[src/rtl/rx_fifo_ctl.sv]
// Purpose : UART receive buffer; captures rx-core bytes into a circular buffer and flags overrun / idle timeout.
// Latency : byte pushed in cycle N appears on rd_data with rd_valid=1 in cycle N+1 (first-word fall-through).
// Backpr. : rd_valid/rd_ready read port; bytes arriving while full with no pop are dropped and overrun is set.
//
// Ports:
//   clk, rst        single clock, synchronous active-high reset
//   bclk            baud tick pulse (same one the rx core uses)
//   rx_dout         byte from rx core, qualified by rx_dout_rdy pulse
//   rx_rdy          rx core idle, no frame in progress
//   rd_data         head byte; rd_valid = buffer non-empty; rd_ready pops
//   count, full     occupancy 0..DEPTH and count==DEPTH
//   overrun/ovr_clr sticky drop flag and its clear
//   timeout         buffered bytes left unread while line idle for TIMEOUT_TICKS ticks
module rx_fifo_ctl #(
    parameter int DEPTH         = 16,
    parameter int ADDR_W        = 4,
    parameter int TIMEOUT_TICKS = 40
) (
    input  logic              clk,
    input  logic              rst,
    input  logic              bclk,
    input  logic [7:0]        rx_dout,
    input  logic              rx_dout_rdy,
    input  logic              rx_rdy,
    output logic [7:0]        rd_data,
    output logic              rd_valid,
    input  logic              rd_ready,
    output logic [ADDR_W:0]   count,
    output logic              full,
    output logic              overrun,
    input  logic              ovr_clr,
    output logic              timeout
);

    localparam int TW = $clog2(TIMEOUT_TICKS + 1);
    localparam logic [ADDR_W:0] FULL_CNT  = (ADDR_W + 1)'(DEPTH);
    localparam logic [TW-1:0]   TLAST     = TW'(TIMEOUT_TICKS - 1);

    typedef enum logic [1:0] {
        S_EMPTY   = 2'd0,
        S_ARMED   = 2'd1,
        S_EXPIRED = 2'd2
    } state_t;

    logic [7:0]        mem_q [DEPTH];
    logic [ADDR_W-1:0] wr_ptr_q, wr_ptr_d;
    logic [ADDR_W-1:0] rd_ptr_q, rd_ptr_d;
    logic [ADDR_W:0]   count_q, count_d;
    logic              overrun_q, overrun_d;
    state_t            state_q, state_d;
    logic [TW-1:0]     tcnt_q, tcnt_d;

    logic push, pop, drop, tick;

    // All status outputs come from registered state only.
    assign rd_valid = (count_q != '0);
    assign full     = (count_q == FULL_CNT);
    assign count    = count_q;
    assign overrun  = overrun_q;
    assign timeout  = (state_q == S_EXPIRED);
    assign rd_data  = mem_q[rd_ptr_q];

    assign pop  = rd_valid & rd_ready;
    // A pop in the same cycle frees the slot, so a full buffer can still accept.
    assign push = rx_dout_rdy & (~full | pop);
    assign drop = rx_dout_rdy & full & ~pop;
    // Baud ticks only count while the line is quiet.
    assign tick = bclk & rx_rdy;

    always_comb begin
        wr_ptr_d  = wr_ptr_q;
        rd_ptr_d  = rd_ptr_q;
        count_d   = count_q;
        overrun_d = overrun_q;

        if (push) wr_ptr_d = wr_ptr_q + ADDR_W'(1);
        if (pop)  rd_ptr_d = rd_ptr_q + ADDR_W'(1);

        if (push && !pop)      count_d = count_q + (ADDR_W + 1)'(1);
        else if (pop && !push) count_d = count_q - (ADDR_W + 1)'(1);

        // A drop in the same cycle as a clear wins, so no drop goes unreported.
        if (drop)         overrun_d = 1'b1;
        else if (ovr_clr) overrun_d = 1'b0;
    end

    always_comb begin
        state_d = state_q;
        tcnt_d  = tcnt_q;

        case (state_q)
            S_EMPTY: begin
                tcnt_d = '0;
                if (push) state_d = S_ARMED;
            end
            S_ARMED: begin
                if (count_d == '0) begin
                    state_d = S_EMPTY;
                    tcnt_d  = '0;
                end else if (push || pop) begin
                    tcnt_d = '0;
                end else if (tick) begin
                    // Counter stops at the expiry value instead of wrapping.
                    if (tcnt_q == TLAST) state_d = S_EXPIRED;
                    else                 tcnt_d  = tcnt_q + TW'(1);
                end
            end
            S_EXPIRED: begin
                if (count_d == '0) begin
                    state_d = S_EMPTY;
                    tcnt_d  = '0;
                end else if (push || pop) begin
                    state_d = S_ARMED;
                    tcnt_d  = '0;
                end
            end
            default: begin
                state_d = S_EMPTY;
                tcnt_d  = '0;
            end
        endcase
    end

    always_ff @(posedge clk) begin
        if (rst) begin
            wr_ptr_q  <= '0;
            rd_ptr_q  <= '0;
            count_q   <= '0;
            overrun_q <= 1'b0;
            state_q   <= S_EMPTY;
            tcnt_q    <= '0;
        end else begin
            wr_ptr_q  <= wr_ptr_d;
            rd_ptr_q  <= rd_ptr_d;
            count_q   <= count_d;
            overrun_q <= overrun_d;
            state_q   <= state_d;
            tcnt_q    <= tcnt_d;
        end
    end

    // Storage needs no reset; contents are only visible while rd_valid is high.
    always_ff @(posedge clk) begin
        if (push) mem_q[wr_ptr_q] <= rx_dout;
    end

endmodule

[config.mk]
export PLATFORM = sky130hd
export DESIGN_NAME = rx_fifo_ctl
export DESIGN_NICKNAME = d
export VERILOG_FILES = /design/src/rtl/rx_fifo_ctl.sv
export SDC_FILE = /design/constraint.sdc
export NUM_CORES = 1
export LEC_CHECK = 0
export ABC_AREA = 1
export CORE_MARGIN = 4
export CORE_UTILIZATION = 40
export CTS_CLUSTER_SIZE = 12
export DETAILED_ROUTE_END_ITERATION = 16
export HOLD_SLACK_MARGIN = 0.02
export PLACE_DENSITY = 0.66
export REMOVE_ABC_BUFFERS = 1
export SLEW_MARGIN = 20
export SYNTH_ARGS = -nofsm -noshare
export SYNTH_HDL_FRONTEND = slang
export SYNTH_SLANG_ARGS = --single-unit
[constraint.sdc]
create_clock -name clk -period 3 [get_ports clk]
set_clock_uncertainty 0.05 [all_clocks]
set_input_delay 0.6 -clock clk [delete_from_list [all_inputs] [get_ports clk]]
set_output_delay 0.6 -clock clk [all_outputs]
set_load 0.02 [all_outputs]
==> results.yml <==
power:
  ir_drop_mv: 0.429
  swShare_pct: 27.5
  p_comb_share_pct: 19.1
  p_per_area_nw_per_um2: 678
  p_sw_mw: 1.48
  seq_power_share_pct: 45.5
  p_clk_share_pct: 35.5
  p_int_mw: 3.91
  p_leak_nw: 2.93
clock_network:
  clkTransAtPathRegs_ns: 0.06
  hold_buffers: 0
  cts_tree: "built"
  cts_root_buf: "clkbuf_16"
  htree_levels: 4
  numClockSinks: 154
  clockBufferDepth: 2
  cts_buffers: 17
  clk_latency_ns: 0.41
setup_path:
  crit_fanout: 33
  endpoint_kind: "primary output"
  critPathLaunchType: "flip-flop"
  cp.arrival_ns: 2.07
  crit_required_ns: 2.35
  crit_type: "reg2out"
floorplan:
  coreArea_um2: 16100
  die_w_um: 137
  die_h_um: 137
  dieArea_um2: 18800
  row_count: 46
  start_util_pct: 41.5
  io-pin-count: 32
sta:
  hold_viol_final: 0
  setup_viol: 0
  layout_setup_ws_ns: 0.278
  rsz0062_at_grt: "no"
  fmax_mhz: 367
  post-route-period-util_pct: 90.7
  slew_headroom_pct: 55.4
  tightestPinTransition_ns: 0.667
  maxSlewViolCount: 0
  min_period_ns: 2.72
drt:
  ant_nets: 0
  vias: 4414
  drc: 0
  via_per_inst: 5.15
  drt_iter0_drc: 344
  totalWireLength_um: 14100
  wl_per_cell_um: 16.5
  drt_pass1_iterations: 5
logic_synthesis:
  ys_types: 33
  synth_top_area_share_pct: 57.5
  synth_edf_count: 128
  ys_warn_count: 0
  synth_compound_area_share_pct: 11.0
  syn_area_per_cell_um2: 11.7
  ys_ff_latch: 154
  synthMuxAreaShare_pct: 4.79
  syn_area_um2: 6680
  syn_inst: 572
  synth_top_family_by_area: "compound AO/OA/AOI/OAI gates"
  async_reset_ff_share_pct: 0
  yosysSeqAreaShare_pct: 65.3
  synthTopCellsByArea: "edfxtp_1 (58%), dfxtp_1 (7.8%), mux2i_1 (4.8%)"
  synth_xor_area_share_pct: 1.05
  yosys.area_share.simple_pct: 10.9
  synth_top_area_cell: "edfxtp_1"
  post_synth_fa_ha_maj_area_fraction_pct: 1.50
  ys.flop_type: "edfxtp_1"
final_layout:
  areaGrowthSynthToFinish_pct: 19.1
  layout_common_cells: "edfxtp_1 (128), inv_1 (68), nand2_1 (57)"
  nets: 651
  postLayoutCoreUtil_pct: 49.4
  drive_gt1_share_pct: 10.8
  final_common_cell: "edfxtp_1"
  antennaDiodeCount: 0
  finalNonFillerCells: 857
grt:
  grt-ovfl-total: 0
  grt_pass1_vias: 4381
  antenna_found_initial: 0
  grt_usage_pct: 16.2
  grt_first_pass_wirelength_um: 23100
  grt_max_degree: 35
flow_run:
  max_cap_viol_count: 0
placement:
  dpl_worst_slack_ns: 0.296
  post-place-cells: 824
  io_buffers: 31
  dp_hpwl_um: 9290
  place_congestion: 0.800
worst_hold_path:
  hold_class: "reg2reg"
status:
  status: "completed"
## layer usage
metal	vias to the layer above	track usage, %	wire [um]
met4	0	5.16	214
li1	2151	-	-
met5	-	0	0
met1	2120	22.0	6350
met3	15	3.80	799
met2	128	25.7	6750
## repair_timing
action                     in CTS  in global routing
setup buffers                   1                  0
resized for setup               4                  4
setup endpoints to repair       7                  4
pin swaps                       0                  0
## through the flow
step	hold slack, ns	setup TNS [ns]	cell area (um2)	total power [mW]
after global routing	0.506	0	7960	5.68
final	0.436	0	7960	5.40
after global placement	0.426	0	7420	3.51
after CTS	0.442	0	7950	5.45
after detailed placement	0.428	0	7420	3.54
after floorplan	0.402	-4.26	6580	3.17
## flip-flops by register name, summed over array words and instances (netlist names), named ones only
register  cells
rd_ptr_q      4
state_q       2
mem_q       128
overrun       1
count         5
tcnt_q        6
wr_ptr_q      4
## kinds of logic after synthesis
kind of cell	after synthesis
mux	32
simple gates	150
xor+xnor	8
fa+ha+maj	8
buf+inv	93
flops	154
compound gates	127
## final cells by class
class / count / area (um2)
fill: 1419 / 8160
multi-input combinational: 325 / 1960
timing repair buffer: 61 / 578
clock buffer: 22 / 444
tap: 216 / 270
clock inverter: 10 / 82.6
sequential: 154 / 4370
inverter: 69 / 259
## critical path: stages, from the launching register on
cell and delay [ns]:
dfxtp_1 0.35, buf_12 0.21, inv_1 0.07, buf_4 0.21, o211ai_1 0.25, nand3_1 0.14, nand2_1 0.08, dlygate4sd2_1 0.33
## synth_stat cells, types with 2 or more instances
master,instances
o211ai_1,33
mux2i_1,32
xor2_1,8
nand2_1,57
nand3_1,30
a21oi_1,45
nand3_4,4
o21ai_0,44
nor2_1,40
nand2_4,2
inv_1,68
edfxtp_1,128
nor3_1,5
dfxtp_1,26
ha_1,8
buf_2,2
nand4_1,5
clkbuf_1,19
nor2_2,2
## power groups by stage
| stage | clock network (mW) | registers [mW] | logic, mW |
|---|---|---|---|
| after floorplan | 0 | 2.55 | 0.625 |
| after global placement | 0 | 2.50 | 1.01 |
| after detailed placement | 0 | 2.51 | 1.04 |
| after CTS | 1.96 | 2.45 | 1.04 |
| after global routing | 2.06 | 2.46 | 1.16 |
| final | 1.92 | 2.45 | 1.03 |
## final timing paths
path / startpoint / endpoint / slack (ns) / cells past startpoint
setup / recovery: flip-flop / rd_data[6] / 0.28 / 7
hold / removal: tcnt_q[5] / tcnt_q[5] / 0.44 / 2
setup reg to reg: count[0] / state_q[0] / 0.59 / 14
hold reg to reg: tcnt_q[5] / tcnt_q[5] / 0.44 / 2
(Power assumes the default switching activity.)
